## src/rtl/hwpe_ctrl_job_offloader.sv

```systemverilog
// Bus initiator that launches an HWPE job: ACQUIRE read with retry, parameter writes,
// TRIGGER write, then waits for the completion event.
module hwpe_ctrl_job_offloader #(
    parameter logic [31:0] BASE_ADDR      = 32'h0,
    parameter int          N_PARAMS       = 16,
    parameter int          PARAM_BASE_IDX = 8,
    parameter int          RETRY_GAP      = 4,
    parameter int          ID_WIDTH       = 8,
    localparam int         IDX_W          = (N_PARAMS > 1) ? $clog2(N_PARAMS) : 1,
    localparam int         CNT_W          = $clog2(N_PARAMS + 1)
) (
    input  logic                clk_i,
    input  logic                rst_i,
    input  logic                prm_we_i,
    input  logic [IDX_W-1:0]    prm_idx_i,
    input  logic [31:0]         prm_data_i,
    input  logic                start_i,
    input  logic [CNT_W-1:0]    n_params_i,
    input  logic                evt_i,
    output logic                per_req_o,
    input  logic                per_gnt_i,
    output logic [31:0]         per_add_o,
    output logic                per_wen_o,
    output logic [3:0]          per_be_o,
    output logic [31:0]         per_data_o,
    output logic [ID_WIDTH-1:0] per_id_o,
    input  logic                per_r_valid_i,
    input  logic [31:0]         per_r_data_i,
    output logic                busy_o,
    output logic [7:0]          job_id_o,
    output logic                done_o
);

    localparam int GAP_W = (RETRY_GAP > 1) ? $clog2(RETRY_GAP + 1) : 1;

    typedef enum logic [2:0] {
        ST_IDLE = 3'd0,
        ST_ACQ  = 3'd1,
        ST_GAP  = 3'd2,
        ST_PRM  = 3'd3,
        ST_TRIG = 3'd4,
        ST_WAIT = 3'd5
    } state_e;

    state_e           state_r;
    logic             req_r;
    logic             pend_r;
    logic [31:0]      add_r;
    logic             wen_r;
    logic [31:0]      data_r;
    logic             busy_r;
    logic [7:0]       job_id_r;
    logic             done_r;
    logic [CNT_W-1:0] n_r;
    logic [CNT_W-1:0] cnt_r;
    logic [GAP_W-1:0] gap_r;
    logic [31:0]      prm_buf_r [N_PARAMS];

    logic             rsp_s;
    logic [CNT_W-1:0] n_sat_s;
    logic [CNT_W-1:0] nxt_cnt_s;
    logic             unused_rdata_s;

    assign rsp_s          = pend_r & per_r_valid_i;
    assign n_sat_s        = (n_params_i > CNT_W'(N_PARAMS)) ? CNT_W'(N_PARAMS) : n_params_i;
    assign nxt_cnt_s      = cnt_r + CNT_W'(1);
    assign unused_rdata_s = ^per_r_data_i[30:8];

    function automatic logic [31:0] prm_addr(input logic [CNT_W-1:0] k);
        logic [31:0] idx;
        idx      = 32'(PARAM_BASE_IDX) + 32'(k);
        prm_addr = BASE_ADDR + {idx[29:0], 2'b00};
    endfunction

    // Local parameter buffer; contents are only meaningful once written.
    always_ff @(posedge clk_i) begin
        if (prm_we_i && !busy_r) begin
            prm_buf_r[prm_idx_i] <= prm_data_i;
        end
    end

    // Job sequencer: bus handshake tracking plus the offload state machine.
    always_ff @(posedge clk_i or posedge rst_i) begin
        if (rst_i) begin
            state_r  <= ST_IDLE;
            req_r    <= 1'b0;
            pend_r   <= 1'b0;
            add_r    <= 32'h0;
            wen_r    <= 1'b1;
            data_r   <= 32'h0;
            busy_r   <= 1'b0;
            job_id_r <= 8'h0;
            done_r   <= 1'b0;
            n_r      <= {CNT_W{1'b0}};
            cnt_r    <= {CNT_W{1'b0}};
            gap_r    <= {GAP_W{1'b0}};
        end else begin
            done_r <= 1'b0;
            // Single outstanding transaction: req -> gnt -> wait for r_valid.
            if (req_r && per_gnt_i) begin
                req_r  <= 1'b0;
                pend_r <= 1'b1;
            end else if (rsp_s) begin
                pend_r <= 1'b0;
            end
            case (state_r)
                ST_IDLE: begin
                    if (start_i) begin
                        state_r <= ST_ACQ;
                        busy_r  <= 1'b1;
                        n_r     <= n_sat_s;
                        cnt_r   <= {CNT_W{1'b0}};
                        req_r   <= 1'b0;
                        pend_r  <= 1'b0;
                    end
                end
                ST_ACQ: begin
                    if (!req_r && !pend_r) begin
                        req_r  <= 1'b1;
                        add_r  <= BASE_ADDR + 32'h4;
                        wen_r  <= 1'b1;
                        data_r <= 32'h0;
                    end else if (rsp_s) begin
                        if (per_r_data_i[31]) begin
                            state_r <= ST_GAP;
                            gap_r   <= {GAP_W{1'b0}};
                        end else begin
                            job_id_r <= per_r_data_i[7:0];
                            req_r    <= 1'b1;
                            wen_r    <= 1'b0;
                            if (n_r == {CNT_W{1'b0}}) begin
                                state_r <= ST_TRIG;
                                add_r   <= BASE_ADDR;
                                data_r  <= 32'h0;
                            end else begin
                                state_r <= ST_PRM;
                                add_r   <= prm_addr({CNT_W{1'b0}});
                                data_r  <= prm_buf_r[{IDX_W{1'b0}}];
                            end
                        end
                    end
                end
                ST_GAP: begin
                    if (gap_r == GAP_W'(RETRY_GAP - 1)) begin
                        state_r <= ST_ACQ;
                    end else begin
                        gap_r <= gap_r + GAP_W'(1);
                    end
                end
                ST_PRM: begin
                    // Next write is issued on the same edge as the previous response.
                    if (rsp_s) begin
                        req_r <= 1'b1;
                        if (cnt_r == n_r - CNT_W'(1)) begin
                            state_r <= ST_TRIG;
                            add_r   <= BASE_ADDR;
                            data_r  <= 32'h0;
                        end else begin
                            cnt_r  <= nxt_cnt_s;
                            add_r  <= prm_addr(nxt_cnt_s);
                            data_r <= prm_buf_r[nxt_cnt_s[IDX_W-1:0]];
                        end
                    end
                end
                ST_TRIG: begin
                    if (rsp_s) begin
                        state_r <= ST_WAIT;
                    end
                end
                ST_WAIT: begin
                    if (evt_i) begin
                        state_r <= ST_IDLE;
                        busy_r  <= 1'b0;
                        done_r  <= 1'b1;
                    end
                end
                default: begin
                    state_r <= ST_IDLE;
                    busy_r  <= 1'b0;
                    req_r   <= 1'b0;
                    pend_r  <= 1'b0;
                end
            endcase
        end
    end

    assign per_req_o  = req_r;
    assign per_add_o  = add_r;
    assign per_wen_o  = wen_r;
    assign per_be_o   = 4'hF;
    assign per_data_o = data_r;
    assign per_id_o   = {ID_WIDTH{1'b0}};
    assign busy_o     = busy_r;
    assign job_id_o   = job_id_r;
    assign done_o     = done_r;

endmodule
```

## config.mk

```make
export PLATFORM = sky130hd
export DESIGN_NAME = hwpe_ctrl_job_offloader
export DESIGN_NICKNAME = d
export VERILOG_FILES = /design/src/rtl/hwpe_ctrl_job_offloader.sv
export SDC_FILE = /design/constraint.sdc
export NUM_CORES = 1
export LEC_CHECK = 0
export BUFFER_PORTS_ARGS = -buffer_cell sky130_fd_sc_hd__buf_2
export CAP_MARGIN = 20
export CELL_PAD_IN_SITES_DETAIL_PLACEMENT = 0
export CELL_PAD_IN_SITES_GLOBAL_PLACEMENT = 1
export CORE_UTILIZATION = 47
export CTS_CLUSTER_DIAMETER = 100
export CTS_CLUSTER_SIZE = 14
export DETAILED_ROUTE_END_ITERATION = 6
export PLACE_DENSITY_LB_ADDON = 0.1
export SYNTH_ARGS = -nofsm -noshare
export SYNTH_HDL_FRONTEND = slang
export SYNTH_SLANG_ARGS = --single-unit
```

## constraint.sdc

```tcl
create_clock -name clk_i -period 3.4 [get_ports clk_i]
set_input_delay 0.17 -clock clk_i [delete_from_list [all_inputs] [get_ports clk_i]]
set_output_delay 0.17 -clock clk_i [all_outputs]
set_load 0.02 [all_outputs]
```

# Word level (Yosys, flattened, before mapping)

Memory sizes are Yosys's and may differ from the RTL's.
Cells that the tools add are included.

Add/sub/neg operators: 4
Magnitude comparators: 1
Eq/ne operators: 21
Mux-type cells: 56
Bitwise gates (word level): 4
Reductions and logical operators: 23

Operators with widths:

| cell                                                  | number |
|---|---|
| two-way mux 32 bit                                    | 10 |
| case mux 32 bit (2 select lines)                      | 2 |
| two-way mux 3 bit                                     | 14 |
| != test 2 bit (second input constant)                 | 11 |
| two-way mux 5 bit                                     | 4 |
| two-way mux 1 bit                                     | 18 |
| case mux 3 bit (6 select lines)                       | 1 |
| AND reduction 4 bit                                   | 3 |
| case mux 5 bit (2 select lines)                       | 1 |
| equality test 3 x 2 -> 1 bit (second input constant)  | 3 |
| two-way mux 8 bit                                     | 1 |
| AND reduction 8 bit                                   | 1 |
| nonzero test 2 bit                                    | 4 |
| adder 4 x 5 -> 6 bit (first input constant)           | 1 |
| equality test 3 bit (second input constant)           | 2 |
| two-way mux 6 bit                                     | 1 |
| != test 3 bit (second input constant)                 | 2 |
| case mux 3 bit (2 select lines)                       | 1 |
| AND reduction 3 bit                                   | 2 |
| adder 5 x 1 -> 5 bit (second input constant)          | 1 |
| equality test 5 bit                                   | 1 |
| greater-than comparator 5 bit (second input constant) | 1 |
| zero test 5 bit                                       | 1 |
| AND reduction 5 bit                                   | 1 |
| 16 further kinds                                      | 22 |

Flip-flop bits (word level): 93
Memory bits (writable): 512
Input bits: 80
Output and inout bits: 88
Logic and storage cells: 122
Memories kept: 1

Memory list:

| name      | depth | bits a word | rd ports | clocked after Yosys merged registers in | wr ports | line | source |
|---|---|---|---|---|---|---|---|
| prm_buf_r | 16    | 32          | 2        | 0                                       | 1        | 57   | `logic [31:0] prm_buf_r [N_PARAMS];` |

# Depth between registers and ports, before layout

Gate-level depths: netlist of the first run.

Depth after elaboration: 6
Depth in mapped cells: 9
Gate-level depth less buffers: 7

# Worst setup path before layout of the first run

OpenSTA, ideal clock, no wires.

Path kind: register to register
From: reg busy_r (netlist: busy_o)
To: mem prm_buf_r[0][0] (enable)
Setup time: 0.461 ns
Data arrival time: 3.226 ns
Required time: 2.939 ns
Path slack: -0.287 ns
Stages on the path, launching flop included: 5
Path buffers: 0
Period minus slack after synthesis: 3.687 ns
Cells stage by stage: dfrtp_1 -> inv_1 -> nand2_1 -> or3_1 -> nor3_1

Word-level cells in the longest chain between the ends: 4

Ends and longest elaborated chain:

| item                                    | line | source |
|---|---|---|
| start, declared                         | 51   | `logic busy_r;` |
| start signal, assigned                  | 91   | `busy_r <= 1'b0;` |
| start signal, assigned                  | 110  | `busy_r <= 1'b1;` |
| start signal, assigned                  | 173  | `busy_r <= 1'b0;` |
| zero test 1 bit                         | 77   | `if (prm_we_i && !busy_r) begin` |
| logical AND 1 bit                       | 77   |  |
| two-way mux 1 bit                       | 77   |  |
| two-way mux 1 bit (implied by the code) | 78   | `prm_buf_r[prm_idx_i] <= prm_data_i;` |
| end, declared                           | 57   |  |

No other way between the ends.

# Worst setup path in the final report of the first run

From: reg cnt_r[2]
To: reg data_r[13] (netlist: per_data_o[13])

Word-level cells in the longest chain between the ends: 5
Elaborated cells between the ends (all ways): 6
Classes of those cells: 1 x add/sub; 1 x eq/ne; 3 x mux; 1 x memory

Ends and longest elaborated chain:

| item                               | line | source |
|---|---|---|
| start, declared                    | 55   | `logic [CNT_W-1:0] cnt_r;` |
| start signal, assigned             | 95   | `cnt_r <= {CNT_W{1'b0}};` |
| start signal, assigned             | 112  | `cnt_r <= {CNT_W{1'b0}};` |
| start signal, assigned             | 159  | `cnt_r <= nxt_cnt_s;` |
| adder 5 x 1 -> 5 bit               | 66   | `assign nxt_cnt_s = cnt_r + CNT_W'(1);` |
| memory (16 x 32 bit)               | -    |  |
| two-way mux 32 bit *               | 154  | `if (cnt_r == n_r - CNT_W'(1)) begin` |
| two-way mux 32 bit *               | 152  | `if (rsp_s) begin` |
| case mux 32 bit (2 select lines) * | 106  | `case (state_r)` |
| end signal, assigned               | 138  | `data_r <= prm_buf_r[{IDX_W{1'b0}}];` |
| end signal, assigned               | 161  | `data_r <= prm_buf_r[nxt_cnt_s[IDX_W-1:0]];` |
| end, declared                      | 50   | `logic [31:0] data_r;` |

Every way passes the cells marked *; elsewhere a longest branch is shown, timed or not. The select of a mux whose other input is x is not followed.
A chain may end at the register's enable or synchronous reset.

==> flow_metrics.py, run 1 <==
metrics = {
    "critical_path": {
        "worst_ep_arrival_time_ns": 3.13,
        "critPathCaptureType": "flip-flop",
        "timing.critical_path.required_ns": 3.91,
        "cp_max_fo": 17,
        "crit_path_cell_trace": "xnor3_1 > and3_1 > o2111ai_4 > buf_4 > nand4_1 > a21oi_1",
        "worstSetupPathType": "flip-flop to flip-flop",
        "worstSetupStartpointType": "flip-flop",
        "critical_path.startpoint": "cnt_r[2]",
        "slowest_delay_ns": 0.67,
        "crit-reg2reg-launch": "cnt_r[2]",
        "cp_slowest_cell": "sky130_fd_sc_hd__o2111ai_4",
    },
    "yosys": {
        "synth.area.top_cells": "sky130_fd_sc_hd__edfxtp_1 66%, sky130_fd_sc_hd__mux4_2 12%, sky130_fd_sc_hd__dfrtp_1 7.1%",
        "post_synthesis_cell_area_um2": 23200,
        "yosys_register_bits": 579,
        "synth.yosys.warnings": 0,
        "synth-seq-area-share_pct": 73.5,
        "netlist-cell-type-count": 50,
        "average_cell_area_after_synthesis_um2": 18.5,
        "syn_inst": 1253,
        "synth_ff_type": "sky130_fd_sc_hd__edfxtp_1",
        "synth_largest_area_cell": "sky130_fd_sc_hd__edfxtp_1",
        "synth_edf_count": 512,
        "postSynth.asyncResetShare_pct": 11.6,
        "yosysTopAreaCellShare_pct": 66.2,
    },
    "finish": {
        "fin_util_pct": 54.7,
        "mostFrequentLayoutCells": "512 x sky130_fd_sc_hd__edfxtp_1, 128 x sky130_fd_sc_hd__mux4_2, 106 x sky130_fd_sc_hd__buf_2",
        "layout-area-overhead-vs-synth_pct": 15.1,
        "nets": 1516,
        "final_common_cell": "sky130_fd_sc_hd__edfxtp_1",
        "post_route_cells_drive_above_1_share_pct": 24.7,
    },
    "pwr": {
        "p_leak_nw": 8.74,
        "vdd.ir_drop.worst_mv": 0.348,
        "power.density_nw_per_um2": 745,
    },
    "placement": {
        "detailedPlacementHpwl_um": 27800,
        "place.gp.congestion": 0.755,
        "port-buffer-count": 106,
    },
    "drt": {
        "drt-vias-per-instance": 5.64,
        "detail_route.wirelength_um": 54000,
        "drt_iter0_drc": 1180,
        "postRouteAntennaNets": 0,
        "drcViolationCount": 0,
        "routed_wire_length_per_instance_um": 25.3,
        "dr_total_vias": 12000,
        "drtPass1Iterations": 5,
    },
    "timing": {
        "hold-worst-slack_ns": 0.142,
        "max_freq_ghz": 0.381,
        "timing.clock.skew_ns": 0.0119,
        "hold_violations_final": 0,
        "grt_setup_unrepaired": "no",
        "period_share_pct": 77.1,
        "slew_headroom_pct": 44.4,
        "timing.final.crit_period_ns": 2.62,
        "totalNegativeSetupSlack_ns": 0,
        "max_slew.worst_pin.slew_ns": 0.831,
        "final-setup-viol-count": 0,
        "timing_max_transition_violations_final": 0,
    },
    "outcome": {
        "status": "complete, no violations",
    },
    "worst_hold_path": {
        "worst_hold_path_type": "input port to flip-flop",
        "min-delay-start": "prm_idx_i[1]",
    },
    "grt": {
        "grt_first_pass_wirelength_um": 79600,
        "grt_antenna_before_repair": 1,
        "vias_in_the_first_global_route": 12300,
        "largest_net_degree_at_the_start_of_global_routing": 71,
        "globalRouteTotalUtil_pct": 21.9,
        "global_route.overflow_total": 0,
    },
    "die": {
        "design.die.area_um2": 50300,
        "design.portCount": 168,
        "fp-row-count": 81,
        "die_span_x_um": 224,
        "coreArea_um2": 48800,
        "initial_utilization_pct": 47.5,
        "fp.dieH_um": 224,
    },
    "clock_tree": {
        "clk_pin_slew_worst_paths_ns": 0.07,
        "clk_path_buf_depth": 3,
        "cts.root.buffer_cell": "sky130_fd_sc_hd__clkbuf_16",
        "cts-buffers-inserted": 47,
        "clock_tree.htree_level_count": 2,
        "tritoncts_num_sinks": 579,
        "postCtsSetupRepairBufs": 0,
        "worst_skew_pair.late_latency_ns": 0.59,
        "tritoncts": "built",
    },
    "run": {
        "max_cap_violations": 0,
    },
}
[stage by stage]
step,power (mW),instances,area (µm²),setup WS (ns)
CTS,20.1,2129,26700,0.769
floorplan,13.1,1289,23400,0.570
global placement,15.0,1990,24800,0.812
detailed placement,15.0,1990,24800,0.802
global route,20.9,2130,26700,0.590
finish,19.9,2130,26700,0.777
[layout make-up]
cell class	instances	area (µm²)
Antenna cell	1	2.50
Clock buffer	82	1330
Clock inverter	3	36.3
Fill cell	3910	22100
Inverter	11	42.5
Multi-Input combinational cell	594	5870
Sequential cell	579	17100
Tap cell	664	831
Timing Repair Buffer	196	1550
[where the power goes]
group	switching, mW	internal, mW	total, mW	leakage [nW]
clock	2.43	2.66	5.09	0.649
sequential	0.351	8.18	8.53	5.45
combinational	3.54	2.73	6.27	2.64
total	6.32	13.6	19.9	8.74
[Yosys cell counts (3+ instances only)]
master,n
sky130_fd_sc_hd__a21oi_1,41
sky130_fd_sc_hd__a32o_1,3
sky130_fd_sc_hd__and3_1,3
sky130_fd_sc_hd__buf_1,4
sky130_fd_sc_hd__buf_2,28
sky130_fd_sc_hd__buf_4,41
sky130_fd_sc_hd__clkbuf_1,30
sky130_fd_sc_hd__dfrtp_1,66
sky130_fd_sc_hd__edfxtp_1,512
sky130_fd_sc_hd__ha_1,7
sky130_fd_sc_hd__inv_1,10
sky130_fd_sc_hd__mux2_2,11
sky130_fd_sc_hd__mux2i_1,64
sky130_fd_sc_hd__mux4_2,128
sky130_fd_sc_hd__nand2_1,89
sky130_fd_sc_hd__nand2b_1,8
sky130_fd_sc_hd__nand3_1,5
sky130_fd_sc_hd__nand3b_1,4
sky130_fd_sc_hd__nand4_1,33
sky130_fd_sc_hd__nor2_1,57
sky130_fd_sc_hd__nor2b_1,4
sky130_fd_sc_hd__nor3_1,10
sky130_fd_sc_hd__o21ai_0,44
sky130_fd_sc_hd__o21ai_1,7
sky130_fd_sc_hd__xnor2_1,3
sky130_fd_sc_hd__xor2_1,6
[per-layer routing]
layer / routed length [µm] / vias to the layer above / GRT usage (%) / share of wire [%]
met5: 0 / - / 0 / 0
met1: 23400 / 6289 / 31.8 / 43
met3: 3340 / 66 / 2.91 / 6.2
met2: 26300 / 396 / 35.5 / 49
li1: - / 5255 / - / -
met4: 892 / 0 / 5.53 / 1.7
[worst max-delay path, delay by kind of cell (launching register included)]
kind | cells | cell delay (ns)
and+or+nand+nor | 2 | 0.32
DFF | 1 | 0.57
buffers and inverters | 1 | 0.36
AOI/OAI and AO/OA | 2 | 0.83
xor gates and xnor gates | 1 | 0.45
[path summary, 6_finish.rpt]
| path | to | slack, ns | cells after the start |
|---|---|---|---|
| setup reg to reg | per_data_o[13] | 0.78 | 6 |
| hold reg to reg | per_wen_o | 0.47 | 2 |
| hold / removal | prm_buf_r[0][27] | 0.14 | 2 |
| max in group asynchronous | per_wen_o | 2.43 | 4 |
| setup / recovery | per_data_o[13] | 0.78 | 6 |
| min in group asynchronous | job_id_o[4] | 0.16 | 3 |
[sequential cells by signal, indices dropped and copies added, names as in the netlist, 3 cells and up]
| register | cells |
|---|---|
| prm_buf_r | 512 |
| per_data_o | 32 |
| job_id_o | 8 |
| per_add_o | 6 |
| cnt_r | 5 |
| n_r | 5 |
| gap_r | 3 |
| state_r | 3 |
[cells by family (layout without fill, tap and decap cells)]
family | after synthesis | after routing | share of synthesized area [%]
other cells | 2 | 39 | 0.0324
compound gates | 112 | 112 | 2.70
mux | 203 | 203 | 15.7
flops | 579 | 579 | 73.5
fa+ha+maj | 7 | 7 | 0.377
simple gates | 224 | 224 | 4.53
buf+inv | 116 | 292 | 2.75
xor+xnor | 10 | 10 | 0.437
[repair_timing]
action | 4_1_cts | 5_1_grt
resized for setup | 0 | 0
hold buffers | 54 | 0
hold endpoints to repair | 551 | 0
Note: power is estimated with default switching activity, not from simulation.
==> inputs of run 2 (changes only) <==
--- a/config.mk
+++ b/config.mk
@@ -9,7 +9,7 @@
 export CAP_MARGIN = 20
 export CELL_PAD_IN_SITES_DETAIL_PLACEMENT = 0
 export CELL_PAD_IN_SITES_GLOBAL_PLACEMENT = 1
-export CORE_UTILIZATION = 47
+export CORE_UTILIZATION = 52
 export CTS_CLUSTER_DIAMETER = 100
 export CTS_CLUSTER_SIZE = 14
 export DETAILED_ROUTE_END_ITERATION = 6
==> constraint.sdc (replaced) <==
create_clock -name clk_i -period 2.52 [get_ports clk_i]
set_input_delay 0.126 -clock clk_i [delete_from_list [all_inputs] [get_ports clk_i]]
set_output_delay 0.126 -clock clk_i [all_outputs]
set_load 0.02 [all_outputs]
==> run 2 against run 1 <==
  * Count of clock-buffer cells in the layout is 3 higher
  * Largest cell class unchanged
  * Register-to-register slack got worse by 0.58 ns
  * Largest power group unchanged
  * Sequential share of layout area down 1.0 points
==> flow_metrics.py, run 2 (same netlist as run 1, synthesis figures left out) <==
metrics = {
    "placement": {
        "detailedPlacementHpwl_um": 30300,
        "place.gp.congestion": 0.775,
        "post-place-ws_ns": 0.222,
        "port-buffer-count": 106,
        "placed_cells_incl_taps": 1956,
    },
    "timing": {
        "timing_max_transition_violations_final": 0,
        "hold_violations_final": 0,
        "max_slew.worst_pin.slew_ns": 0.855,
        "timing.final.crit_period_ns": 2.32,
        "totalNegativeSetupSlack_ns": 0,
        "hold-worst-slack_ns": 0.0627,
        "period_share_pct": 92.1,
        "final-setup-viol-count": 0,
        "timing.clock.skew_ns": 0.0125,
        "max_freq_ghz": 0.431,
        "grt_setup_unrepaired": "no",
        "slew_headroom_pct": 43.0,
        "post_route_setup_slack_ns": 0.199,
    },
    "pwr": {
        "seqPwrFrac_pct": 42.3,
        "swShare_pct": 31.2,
        "comb_power_share_pct": 32.4,
        "design_power_total_mw": 27.1,
        "clkPwrFrac_pct": 25.3,
        "power.density_nw_per_um2": 997,
        "vdd.ir_drop.worst_mv": 0.654,
        "p_leak_nw": 9.00,
        "power.net_switching_mw": 8.45,
        "p_int_mw": 18.6,
    },
    "critical_path": {
        "critPathCaptureType": "flip-flop",
        "worstSetupStartpointType": "flip-flop",
        "cp_max_fo": 11,
        "timing.critical_path.required_ns": 3.03,
        "critical_path.startpoint": "n_r[0]",
        "worstSetupPathType": "flip-flop to flip-flop",
        "crit-reg2reg-launch": "n_r[0]",
        "worst_ep_arrival_time_ns": 2.83,
    },
    "drt": {
        "drt_iter0_drc": 1037,
        "postRouteAntennaNets": 0,
        "drt-vias-per-instance": 5.81,
        "drcViolationCount": 0,
        "routed_wire_length_per_instance_um": 25.2,
        "detail_route.wirelength_um": 52900,
        "drtPass1Iterations": 5,
        "dr_total_vias": 12200,
    },
    "finish": {
        "final_common_cell": "sky130_fd_sc_hd__edfxtp_1",
        "instances_no_fill": 2096,
        "nets": 1554,
        "max_flop_register": "prm_buf_r",
        "post_route_cells_drive_above_1_share_pct": 26.5,
        "layout-area-overhead-vs-synth_pct": 17.0,
        "insertedDiodeCount": 0,
        "largest_reg_flops": 512,
        "mostFrequentLayoutCells": "512 x sky130_fd_sc_hd__edfxtp_1, 128 x sky130_fd_sc_hd__mux4_2, 106 x sky130_fd_sc_hd__buf_2",
    },
    "grt": {
        "grt_first_pass_wirelength_um": 78800,
        "globalRouteTotalUtil_pct": 24.3,
        "grt_antenna_before_repair": 1,
        "vias_in_the_first_global_route": 12400,
        "global_route.overflow_total": 0,
        "largest_net_degree_at_the_start_of_global_routing": 49,
    },
    "die": {
        "design.die.area_um2": 45500,
        "coreArea_um2": 44100,
        "initial_utilization_pct": 52.6,
        "fp-row-count": 77,
        "fp.dieH_um": 213,
        "die_span_x_um": 213,
        "design.portCount": 168,
    },
    "clock_tree": {
        "clock_tree.htree_level_count": 2,
        "clk_pin_slew_worst_paths_ns": 0.08,
        "tritoncts_num_sinks": 579,
        "clk_path_buf_depth": 3,
        "tritoncts": "built",
        "cts.root.buffer_cell": "sky130_fd_sc_hd__clkbuf_16",
        "post_cts.resized_instances": 0,
        "cts-buffers-inserted": 47,
        "worst_skew_pair.late_latency_ns": 0.58,
    },
    "run": {
        "max_cap_violations": 0,
    },
    "outcome": {
        "status": "complete, no violations",
    },
    "worst_hold_path": {
        "min-delay-start": "per_r_valid_i",
        "worst_hold_path_type": "input port to flip-flop",
    },
}
run 2: cell types whose count changed in the layout (fill, tap and decap cells not counted):
cell	before	now
sky130_fd_sc_hd__nand2_2	1	0
sky130_fd_sc_hd__diode_2	1	0
sky130_fd_sc_hd__buf_12	17	36
sky130_fd_sc_hd__buf_4	19	38
sky130_fd_sc_hd__clkbuf_16	48	49
sky130_fd_sc_hd__clkbuf_1	34	36
sky130_fd_sc_hd__clkinv_8	1	0
sky130_fd_sc_hd__inv_6	1	0
sky130_fd_sc_hd__nand2_1	88	89
run 2: repair_timing:
action	in CTS	in global routing
hold buffers	54	0
buffers inserted	0	0
endpoints found under the setup margin	0	0
endpoints found under the hold margin	564	0
run 2: worst paths after layout:
check / endpoint / cells after the start / slack [ns]
setup reg to reg: per_add_o[7] / 8 / 0.20
hold reg to reg: per_wen_o / 2 / 0.47
min in group asynchronous: per_req_o / 3 / 0.24
hold / removal: state_r[0] / 4 / 0.06
max in group asynchronous: per_data_o[8] / 4 / 1.62
setup / recovery: per_add_o[7] / 8 / 0.20
run 2: final cells by class:
class                   instances  area, µm²
inverters                      11       42.5
fillers                      3264      17000
multi-input cells             594       5860
repair buffers                234       2080
clock inverters                 1       11.3
flip-flops and latches        579      17100
clock buffers                  85       1360
well taps                     592        741
run 2: layer usage:
layer	GRT usage (%)	part of all wire (%)	vias up
met2	39.5	49	396
met4	6.55	1.8	0
met3	3.27	5.6	66
li1	-	-	5326
met5	0	0	-
met1	34.8	44	6386
run 2: per-stage QoR:
step / area [µm²] / util, %
2_1_floorplan: 23400 / -
3_3_place_gp: 25200 / 57.2
3_5_place_dp: 25200 / 57.2
4_1_cts: 27200 / 61.5
5_1_grt: 27200 / 61.5
6_report: 27200 / 61.5
run 2: power by group through the flow:
stage                     clock, mW  combinational [mW]  sequential (mW)
after detailed placement          0                8.80             11.6
after floorplan                   0                5.70             11.9
after global routing           7.34                9.60             11.5
final                          6.85                8.79             11.4
after global placement            0                8.72             11.6
after CTS                      7.01                8.92             11.4
run 2: worst max-delay path, stage by stage, from the launching register on:
cell                        delay (ns)
sky130_fd_sc_hd__dfrtp_1          0.41
sky130_fd_sc_hd__inv_1            0.08
sky130_fd_sc_hd__ha_1             0.24
sky130_fd_sc_hd__xnor3_1          0.23
sky130_fd_sc_hd__and3_1           0.20
sky130_fd_sc_hd__o2111ai_4        0.43
sky130_fd_sc_hd__buf_4            0.32
sky130_fd_sc_hd__nand2_1          0.17
sky130_fd_sc_hd__o21ai_1          0.17
==> inputs of run 3 (changes only) <==
--- a/config.mk
+++ b/config.mk
@@ -5,11 +5,12 @@
 export SDC_FILE = /design/constraint.sdc
 export NUM_CORES = 1
 export LEC_CHECK = 0
-export BUFFER_PORTS_ARGS = -buffer_cell sky130_fd_sc_hd__buf_2
+export ABC_AREA = 1
+export BUFFER_PORTS_ARGS = -buffer_cell sky130_fd_sc_hd__buf_4
 export CAP_MARGIN = 20
 export CELL_PAD_IN_SITES_DETAIL_PLACEMENT = 0
 export CELL_PAD_IN_SITES_GLOBAL_PLACEMENT = 1
-export CORE_UTILIZATION = 52
+export CORE_UTILIZATION = 49
 export CTS_CLUSTER_DIAMETER = 100
 export CTS_CLUSTER_SIZE = 14
 export DETAILED_ROUTE_END_ITERATION = 6
==> run 3 against run 2 <==
  * Utilization down 3.4 points
  * Combinational power down 50%
  * Sequential share of layout area down 1.8 points
  * Largest power group unchanged
  * Final area up 2.9%
  * Clock skew up 0.0034 ns
  * Die area up 9.7%
==> flow_metrics.py, run 3 <==
metrics = {
    "drt": {
        "detail_route.wirelength_um": 62300,
        "postRouteAntennaNets": 0,
        "drcViolationCount": 0,
        "routed_wire_length_per_instance_um": 21.7,
        "drt-vias-per-instance": 5.59,
        "drt_iter0_drc": 1470,
        "dr_total_vias": 16000,
        "drtPass1Iterations": 5,
    },
    "critical_path": {
        "worstSetupStartpointType": "flip-flop",
        "crit_path_cell_trace": "nor3_4 > inv_2 > nor3_4 > o22ai_1 > a21oi_1 > dlygate4sd3_1",
        "slowest_delay_ns": 0.57,
        "crit_family": "simple AND/OR/NAND/NOR gates",
        "cp_slowest_cell": "sky130_fd_sc_hd__dlygate4sd3_1",
        "path_common_cell": "sky130_fd_sc_hd__nor3_4",
        "critical_path.startpoint": "state_r[2]",
        "r2r_slack_ns": 0.15,
        "worstSetupPathType": "flip-flop to flip-flop",
        "r2r_cells": 6,
        "critPathCaptureType": "flip-flop",
        "cp_num_buf_inv": 2,
        "worst_ep_arrival_time_ns": 2.89,
        "timing.critical_path.required_ns": 3.05,
        "crit-reg2reg-launch": "state_r[2]",
        "endpoint_of_the_lowest_slack_register_to_register_path": "per_req_o",
        "cp_max_fo": 10,
    },
    "clock_tree": {
        "tritoncts_num_sinks": 579,
        "clk_pin_slew_worst_paths_ns": 0.07,
        "worst_skew_pair.late_latency_ns": 0.60,
        "cts.root.buffer_cell": "sky130_fd_sc_hd__clkbuf_16",
        "post_cts.resized_instances": 0,
        "tritoncts": "built",
        "cts-buffers-inserted": 47,
        "clk_path_buf_depth": 3,
        "clock_tree.htree_level_count": 2,
    },
    "finish": {
        "final_common_cell": "sky130_fd_sc_hd__nand2_1",
        "nets": 2308,
        "mostFrequentLayoutCells": "596 x sky130_fd_sc_hd__nand2_1, 512 x sky130_fd_sc_hd__edfxtp_1, 472 x sky130_fd_sc_hd__nand3_1",
        "post_route_cells_drive_above_1_share_pct": 12.5,
        "fin_util_pct": 58.2,
        "layout-area-overhead-vs-synth_pct": 16.3,
        "insertedDiodeCount": 0,
        "largest_reg_flops": 512,
        "max_flop_register": "prm_buf_r",
    },
    "grt": {
        "largest_net_degree_at_the_start_of_global_routing": 155,
        "grt_first_pass_wirelength_um": 93700,
        "globalRouteTotalUtil_pct": 25.2,
        "global_route.overflow_total": 0,
        "vias_in_the_first_global_route": 15400,
        "grt_antenna_before_repair": 0,
    },
    "timing": {
        "timing_max_transition_violations_final": 0,
        "hold_violations_final": 0,
        "max_slew.worst_pin.slew_ns": 0.743,
        "grt_setup_unrepaired": "no",
        "totalNegativeSetupSlack_ns": 0,
        "timing.clock.skew_ns": 0.0159,
        "post_route_setup_slack_ns": 0.154,
        "slew_headroom_pct": 50.5,
        "final-setup-viol-count": 0,
        "timing.final.crit_period_ns": 2.37,
        "max_freq_ghz": 0.423,
        "period_share_pct": 93.9,
    },
    "yosys": {
        "post_synthesis_cell_area_um2": 24000,
        "synth_largest_area_cell": "sky130_fd_sc_hd__edfxtp_1",
        "postSynth.asyncResetShare_pct": 11.6,
        "average_cell_area_after_synthesis_um2": 11.6,
        "synth.cells.most_frequent": "596 x sky130_fd_sc_hd__nand2_1, 512 x sky130_fd_sc_hd__edfxtp_1, 472 x sky130_fd_sc_hd__nand3_1",
        "synth_edf_count": 512,
        "synth_ff_type": "sky130_fd_sc_hd__edfxtp_1",
        "synth.yosys.warnings": 0,
        "synth_most_common_cell": "sky130_fd_sc_hd__nand2_1",
        "yosysTopAreaCellShare_pct": 64.0,
        "yosys_register_bits": 579,
        "netlist-cell-type-count": 40,
        "synth.area.top_cells": "sky130_fd_sc_hd__edfxtp_1 64%, sky130_fd_sc_hd__nand3_1 9.8%, sky130_fd_sc_hd__nand2_1 9.3%",
        "synth-seq-area-share_pct": 71.0,
        "syn_inst": 2070,
    },
    "pwr": {
        "power.density_nw_per_um2": 811,
        "vdd.ir_drop.worst_mv": 0.585,
        "p_leak_nw": 10.2,
    },
    "die": {
        "initial_utilization_pct": 50.0,
        "design.portCount": 168,
        "fp-row-count": 80,
        "fp.dieH_um": 223,
        "die_span_x_um": 223,
        "coreArea_um2": 48000,
        "design.die.area_um2": 49900,
    },
    "run": {
        "max_cap_violations": 0,
    },
    "placement": {
        "place.gp.congestion": 0.789,
        "post-place-ws_ns": 0.426,
        "port-buffer-count": 106,
        "detailedPlacementHpwl_um": 30500,
    },
    "worst_hold_path": {
        "worst_hold_path_type": "input port to async pin",
    },
    "outcome": {
        "status": "complete, no violations",
    },
}
## run 3: cell count changes after synthesis, moves of 28 or more
cell                      delta
sky130_fd_sc_hd__o21ai_0    -31
sky130_fd_sc_hd__mux2i_1    -64
sky130_fd_sc_hd__nand3_1   +467
sky130_fd_sc_hd__a21oi_2    +32
sky130_fd_sc_hd__nand2_1   +507
sky130_fd_sc_hd__buf_2      +28
sky130_fd_sc_hd__mux4_2    -128
## run 3: worst reg2reg max path, stage by stage (launching register included)
cell                            delay (ns)
sky130_fd_sc_hd__dfrtp_1              0.51
sky130_fd_sc_hd__nor3_4               0.36
sky130_fd_sc_hd__inv_2                0.13
sky130_fd_sc_hd__nor3_4               0.41
sky130_fd_sc_hd__o22ai_1              0.13
sky130_fd_sc_hd__a21oi_1              0.20
sky130_fd_sc_hd__dlygate4sd3_1        0.57
## run 3: area by class of cell
cell class	instances	area, µm²
Clock buffer	84	1360
Tap cell	615	769
Clock inverter	1	11.3
Timing Repair Buffer	226	2330
Inverter	40	161
Sequential cell	579	17100
Fill cell	3992	20100
Multi-Input combinational cell	1327	6260
## run 3: how the worst max path moves through the flow
| stage | endpoint | slack (ns) | cells past startpoint |
|---|---|---|---|
| after detailed placement | per_data_o[17] | 0.43 | 9 |
| after global placement | per_data_o[19] | 0.43 | 9 |
| after global routing | per_req_o | 0.03 | 6 |
| final | per_req_o | 0.15 | 6 |
| after CTS | per_req_o | 0.22 | 6 |
| after floorplan | prm_buf_r[10][0] | -0.90 | 3 |
## run 3: cells by family (layout without fill, tap and decap cells)
family                     Yosys count  count (layout)  share of synthesized area [%]
xor gates and xnor gates             7               7                          0.286
buffers and inverters              200             351                           4.22
DFF                                579             579                           71.0
adders and majority gates            7               7                          0.365
and+or+nand+nor                   1182            1182                           21.6
AOI/OAI and AO/OA                   93              93                           2.49
other                                2              38                         0.0313
## run 3: what timing repair did
action	in CTS	in global routing
hold endpoints to repair	552	0
setup buffers	0	0
hold buffers	67	0
## run 3: report_power, final
group	internal (mW)	switching (mW)	leakage, nW
logic	1.51	2.87	4.11
clock network	3.64	3.29	0.651
registers	11.0	0.371	5.44
## run 3: per-layer routing
| layer | up-vias | track usage (%) | share of wire [%] |
|---|---|---|---|
| li1 | 7524 | - | - |
| met1 | 7905 | 36.4 | 45 |
| met2 | 523 | 40.2 | 47 |
| met3 | 96 | 2.86 | 5.8 |
| met4 | 0 | 8.22 | 2.6 |
| met5 | - | 0 | 0 |
## run 3: metrics by stage
| step | power [mW] | cells | area, µm² | hold WS, ns |
|---|---|---|---|---|
| detailed placement | 15.8 | 2720 | 25900 | 0.200 |
| CTS | 22.8 | 2872 | 27900 | 0.131 |
| global route | 23.6 | 2872 | 27900 | 0.175 |
| floorplan | 14.3 | 2106 | 24200 | 0.225 |
| global placement | 15.8 | 2720 | 25900 | 0.204 |
| finish | 22.6 | 2872 | 27900 | 0.136 |
